### src/rtl/gtech_mux2_arb_if.sv
// Handshake bundle for the two-requester round-robin mux arbiter.
// slave = arbiter side, master = producer/consumer side.
interface gtech_mux2_arb_if #(parameter int WIDTH = 8);
    logic             A_VALID;
    logic [WIDTH-1:0] A_DATA;
    logic             A_LAST;
    logic             A_READY;
    logic             B_VALID;
    logic [WIDTH-1:0] B_DATA;
    logic             B_LAST;
    logic             B_READY;
    logic             Z_VALID;
    logic [WIDTH-1:0] Z_DATA;
    logic             Z_LAST;
    logic             Z_READY;
    logic             S;

    modport slave (
        input  A_VALID, A_DATA, A_LAST, B_VALID, B_DATA, B_LAST, Z_READY,
        output A_READY, B_READY, Z_VALID, Z_DATA, Z_LAST, S
    );

    modport master (
        output A_VALID, A_DATA, A_LAST, B_VALID, B_DATA, B_LAST, Z_READY,
        input  A_READY, B_READY, Z_VALID, Z_DATA, Z_LAST, S
    );
endinterface

### src/rtl/gtech_mux2_arb.sv
// Round-robin arbiter for a shared 2:1 mux feeding a 1-entry registered output slot.
// Define GTECH_MUX2_ARB_LOCK_EN to hold the grant on one requester until its LAST beat.
module gtech_mux2_arb #(
    parameter int WIDTH = 8
) (
    input logic              CP,
    input logic              CD,
    gtech_mux2_arb_if.slave  bus
);
    logic             z_valid_q, z_valid_d;
    logic [WIDTH-1:0] z_data_q, z_data_d;
    logic             z_last_q, z_last_d;
    logic             ptr_q, ptr_d;
    logic             s_q, s_d;
    logic             free, gnt_a, gnt_b, sel, accept, beat_last;
`ifdef GTECH_MUX2_ARB_LOCK_EN
    logic             lock_q, lock_d;
    logic             own_q, own_d;
`endif

    always_comb begin
        free  = !z_valid_q || bus.Z_READY;
        gnt_a = 1'b0;
        gnt_b = 1'b0;
`ifdef GTECH_MUX2_ARB_LOCK_EN
        // While locked only the owner may be granted; an idle owner leaves S parked on it.
        if (lock_q) begin
            gnt_a = !own_q && bus.A_VALID;
            gnt_b = own_q && bus.B_VALID;
        end else
`endif
        if (bus.A_VALID && bus.B_VALID) begin
            gnt_a = !ptr_q;
            gnt_b = ptr_q;
        end else begin
            gnt_a = bus.A_VALID;
            gnt_b = bus.B_VALID;
        end

        sel       = gnt_b || (!gnt_a && s_q);
        accept    = CD && free && (gnt_a || gnt_b);
        beat_last = sel ? bus.B_LAST : bus.A_LAST;

        z_valid_d = z_valid_q;
        z_data_d  = z_data_q;
        z_last_d  = z_last_q;
        ptr_d     = ptr_q;
        s_d       = (gnt_a || gnt_b) ? sel : s_q;
`ifdef GTECH_MUX2_ARB_LOCK_EN
        lock_d    = lock_q;
        own_d     = own_q;
`endif
        if (accept) begin
            z_valid_d = 1'b1;
            z_data_d  = sel ? bus.B_DATA : bus.A_DATA;
            z_last_d  = beat_last;
            ptr_d     = !sel;
`ifdef GTECH_MUX2_ARB_LOCK_EN
            if (!beat_last) begin
                lock_d = 1'b1;
                own_d  = sel;
                ptr_d  = ptr_q;
            end else begin
                lock_d = 1'b0;
            end
`endif
        end else if (bus.Z_READY) begin
            z_valid_d = 1'b0;
        end
    end

    always_ff @(posedge CP) begin
        if (!CD) begin
            z_valid_q <= 1'b0;
            z_data_q  <= '0;
            z_last_q  <= 1'b0;
            ptr_q     <= 1'b0;
            s_q       <= 1'b0;
`ifdef GTECH_MUX2_ARB_LOCK_EN
            lock_q    <= 1'b0;
            own_q     <= 1'b0;
`endif
        end else begin
            z_valid_q <= z_valid_d;
            z_data_q  <= z_data_d;
            z_last_q  <= z_last_d;
            ptr_q     <= ptr_d;
            s_q       <= s_d;
`ifdef GTECH_MUX2_ARB_LOCK_EN
            lock_q    <= lock_d;
            own_q     <= own_d;
`endif
        end
    end

    assign bus.A_READY = accept && gnt_a;
    assign bus.B_READY = accept && gnt_b;
    assign bus.S       = sel;
    assign bus.Z_VALID = z_valid_q;
    assign bus.Z_DATA  = z_data_q;
    assign bus.Z_LAST  = z_last_q;
endmodule

### src/flat_wrapper.sv
// flat-port wrapper written by rule: the top's interface ports become plain ports
module gtech_mux2_arb_flat 
#(
    parameter int WIDTH = 8
)
  (CP, CD, bus_A_VALID, bus_A_DATA, bus_A_LAST, bus_B_VALID, bus_B_DATA, bus_B_LAST, bus_Z_READY, bus_A_READY, bus_B_READY, bus_Z_VALID, bus_Z_DATA, bus_Z_LAST, bus_S);
  gtech_mux2_arb_if #(.WIDTH(WIDTH)) bus_i ();
  input logic CP;
  input logic CD;
  input wire logic [$bits(bus_i.A_VALID)-1:0] bus_A_VALID;
  input wire logic [$bits(bus_i.A_DATA)-1:0] bus_A_DATA;
  input wire logic [$bits(bus_i.A_LAST)-1:0] bus_A_LAST;
  input wire logic [$bits(bus_i.B_VALID)-1:0] bus_B_VALID;
  input wire logic [$bits(bus_i.B_DATA)-1:0] bus_B_DATA;
  input wire logic [$bits(bus_i.B_LAST)-1:0] bus_B_LAST;
  input wire logic [$bits(bus_i.Z_READY)-1:0] bus_Z_READY;
  output wire logic [$bits(bus_i.A_READY)-1:0] bus_A_READY;
  output wire logic [$bits(bus_i.B_READY)-1:0] bus_B_READY;
  output wire logic [$bits(bus_i.Z_VALID)-1:0] bus_Z_VALID;
  output wire logic [$bits(bus_i.Z_DATA)-1:0] bus_Z_DATA;
  output wire logic [$bits(bus_i.Z_LAST)-1:0] bus_Z_LAST;
  output wire logic [$bits(bus_i.S)-1:0] bus_S;
  assign bus_i.A_VALID = bus_A_VALID;
  assign bus_i.A_DATA = bus_A_DATA;
  assign bus_i.A_LAST = bus_A_LAST;
  assign bus_i.B_VALID = bus_B_VALID;
  assign bus_i.B_DATA = bus_B_DATA;
  assign bus_i.B_LAST = bus_B_LAST;
  assign bus_i.Z_READY = bus_Z_READY;
  assign bus_A_READY = bus_i.A_READY;
  assign bus_B_READY = bus_i.B_READY;
  assign bus_Z_VALID = bus_i.Z_VALID;
  assign bus_Z_DATA = bus_i.Z_DATA;
  assign bus_Z_LAST = bus_i.Z_LAST;
  assign bus_S = bus_i.S;
  gtech_mux2_arb #(.WIDTH(WIDTH)) u_core (.CP(CP), .CD(CD), .bus(bus_i));
endmodule
### config.mk
export PLATFORM = sky130hd
export DESIGN_NAME = gtech_mux2_arb_flat
export DESIGN_NICKNAME = d
export VERILOG_FILES = /design/src/rtl/gtech_mux2_arb_if.sv /design/src/rtl/gtech_mux2_arb.sv /design/src/flat_wrapper.sv
export SDC_FILE = /design/constraint.sdc
export NUM_CORES = 1
export LEC_CHECK = 0
export CAP_MARGIN = 15
export CORE_MARGIN = 2
export CORE_UTILIZATION = 40
export CTS_CLUSTER_DIAMETER = 40
export DETAILED_ROUTE_END_ITERATION = 8
export PLACE_DENSITY_LB_ADDON = 0.15
export SETUP_SLACK_MARGIN = 0.4
export SLEW_MARGIN = 20
export SYNTH_ARGS = -nofsm -noshare
export SYNTH_HDL_FRONTEND = slang
export SYNTH_SLANG_ARGS = --single-unit
### constraint.sdc
create_clock -name CP -period 3.1 [get_ports CP]
set_input_delay 0.62 -clock CP [delete_from_list [all_inputs] [get_ports CP]]
set_output_delay 0.62 -clock CP [all_outputs]
set_load 0.005 [all_outputs]
==> summary.md <==
| Metric | Value |
|---|---|
| Outcome | `completed` |
| Rows | `16` |
| Hpwl dp | `1430 µm` |
| Post-DRT Antenna Nets | `0` |
| TritonCTS Buffers | `3` |
| Via count | `802` |
| Fill cells | `181` |
| Area growth from synthesis to final layout | `50.3%` |
| Hold Crit Depth | `2` |
| Syn nets | `109` |
| Slowest-stage cell, CP | `clkdlybuf4s50_1` |
| Yosys Warn Count | `0` |
| Crit path buffers/inverters | `2` |
| H-tree depth | `1` |
| Avg Inst Size Synth | `9.14 µm²` |
| Worst-path cell chain | `clkdlybuf4s50_1 -> nand2b_1 -> nand2_1 -> nor3_1 -> clkdlybuf4s50_1` |
| Diodes inserted | `0` |
| Initial Util | `41.3%` |
| Lkg Pwr | `0.415 nW` |
| Pre-CTS setup slack | `327 ps` |
| Initial antenna violation count | `0` |
| Setup Viol. Count Final | `0` |
| CTS tree | `built` |
| Number of global-route vias before repair | `781` |
| Mapped Area | `786 µm²` |
| Root buf cell | `clkbuf_4` |
| Slew @ Worst Pin | `372 ps` |
| Share of layout cells above drive strength 1 | `18.3%` |
| Max cap viols | `0` |
| Final wirelength | `2080 µm` |
| Data required time of the worst path | `2480 ps` |
| Total grt overflow | `0` |
| DR pass1 iterations | `3` |
| Reg2reg start | `u_core.bus.Z_VALID` |
| GRT Resource Usage Total | `19.6%` |
| Drt drc | `0` |
| Sequential fraction of the synthesis area | `30.6%` |
| Top delay family on crit path | `buffers and inverters` |
| Slew Limit Fails | `0` |
| GP Congestion | `0.804` |
| Vias/cell | `5.46` |
| Worst EP arrival | `1940 ps` |
| Reg2reg setup slack | `1860 ps` |
| Power Density | `386 nW/µm²` |
| F_max | `391 MHz` |
| Hold Path Class | `reg2reg` |
| Post-Syn Instances | `86` |
| Crit start category | `primary input` |
| Overall die height | `48.3 µm` |
| CP startpoint | `bus_Z_READY` |
| Core box area | `1900 µm²` |
| Clk_lat worst skew | `270 ps` |
| Highest-count cells in the layout ignoring fill and taps | `clkdlybuf4s50_1, dfxtp_1, nand2_1` |
| WS Path Type | `in2out` |
| Clock Sink Count | `12` |
| Hold Path End | `u_core.bus.Z_DATA[7]` |
| Crit-path max FO | `2` |
| First-pass GRT wire length | `3660 µm` |
| Maximum clock insertion buffer count | `2` |
| Full die area | `2330 µm²` |
| PortBufs | `35` |
| #FFs+latches synth | `12` |
| Most frequent CP cell | `clkdlybuf4s50_1` |
| IO Count | `36` |
| CP peak stage delay | `530 ps` |
| Clock-pin slew of the registers on the worst-case setup and hold paths | `90 ps` |
| Rel. slew slack | `75.2%` |
| # nets final | `144` |
| Largest net degree at the start of global routing | `31` |
| Reg-to-Reg End | `u_core.bus.Z_DATA[1]` |
| Fin crit share | `82.5%` |
| Setup ws final | `544 ps` |
| Synth unique cells | `21` |
| RSZ-0062 raised after global routing | `no` |
| Maximum VDD drop | `0.000203 V` |
| Setup tns final | `0 ps` |
| Worst r2r path cells | `4` |
| Hold Path Origin | `u_core.bus.Z_DATA[7]` |
| WL per Instance | `14.1 µm` |
| Final hold vios | `0` |
| Clock Skews | `2.78 ps` |
| Worst setup EP type | `output pin` |
| Die X | `48.3 µm` |
| Final min period | `2560 ps` |
| Initial drt markers | `3` |
| Most common cell after layout, fill and taps aside | `clkdlybuf4s50_1` |
-- worst max-delay path by stage --
stage / endpoint / depth (start not counted)
2_1_floorplan: bus_A_READY / 4
3_3_place_gp: bus_S / 4
3_5_place_dp: bus_S / 4
4_1_cts: bus_A_READY / 5
5_1_grt: bus_A_READY / 5
6_report: bus_A_READY / 5
-- where the power goes --
| part | switching, W | internal [W] | leakage [nW] |
|---|---|---|---|
| registers | 0.00000750 | 0.000171 | 0.0997 |
| logic | 0.0000615 | 0.0000863 | 0.294 |
| clock network | 0.0000582 | 0.0000714 | 0.0210 |
-- logic make-up (layout without fill, tap and decap cells) --
logic type	Yosys count	in the layout	share of synthesized area (%)
flops	12	12	30.6
compound gates	32	32	40.0
buf+inv	14	48	10.5
simple gates	28	28	18.9
-- final cells by class --
| class | count | area, µm² | area share (%) |
|---|---|---|---|
| well taps | 27 | 33.8 | 2.86 |
| flip-flops and latches | 12 | 240 | 20.3 |
| repair buffers | 42 | 400 | 33.9 |
| multi-input cells | 60 | 463 | 39.2 |
| inverters | 2 | 7.51 | 0.636 |
| clock buffers | 4 | 36.3 | 3.07 |
-- flip-flops by register name, indices dropped and copies added, names as in the netlist --
| name | count |
|---|---|
| u_core.bus.Z_DATA | 8 |
| u_core.bus.Z_LAST | 1 |
| u_core.bus.Z_VALID | 1 |
| u_core.ptr_q | 1 |
| u_core.s_q | 1 |
-- stage by stage --
step	utilization, %	instances	cell area (µm²)	hold WS [ps]	total power (W)
final	62.1	147	1180	505	0.000456
after global routing	62.1	147	1180	528	0.000486
after CTS	62.1	147	1180	507	0.000463
after detailed placement	60.3	143	1150	495	0.000331
after global placement	60.3	143	1150	492	0.000330
after floorplan	-	86	786	500	0.000258
-- tightest hold or removal path: cells and delay by family, from the launching register on --
family             cells  cell delay [ps]
AOI/OAI and AO/OA      1               80
and+or+nand+nor        1               60
DFF                    1              310
-- what timing repair did --
item                       in CTS  in global routing
setup endpoints to repair       2                  0
resized for setup               2                  0
buffers inserted                0                  0
hold buffers                    0                  0
-- Yosys cell counts --
cell | n | area, µm²
buf_6 | 4 | 45.0
inv_1 | 1 | 3.75
nand2_1 | 10 | 37.5
inv_2 | 1 | 3.75
and3_4 | 1 | 11.3
nor3_1 | 1 | 5.00
clkbuf_1 | 7 | 26.3
nor2_1 | 2 | 7.51
a21oi_1 | 2 | 10.0
o21ba_1 | 1 | 10.0
o221ai_2 | 9 | 135
dfxtp_1 | 12 | 240
o2111ai_1 | 9 | 78.8
and2_1 | 2 | 12.5
o21a_1 | 9 | 67.6
o21ai_1 | 1 | 5.00
or2_1 | 2 | 12.5
a211oi_1 | 1 | 7.51
nand2b_1 | 1 | 6.26
buf_1 | 1 | 3.75
nand4_1 | 9 | 56.3
-- metal layers --
metal	vias up	global-route usage (%)	share of wire, %
li1	403	-	-
met1	380	24.9	48
met2	17	33.3	48
met3	2	4.32	4.4
met4	0	5.71	0.43
met5	-	0	0
(Power assumes the default switching activity.)
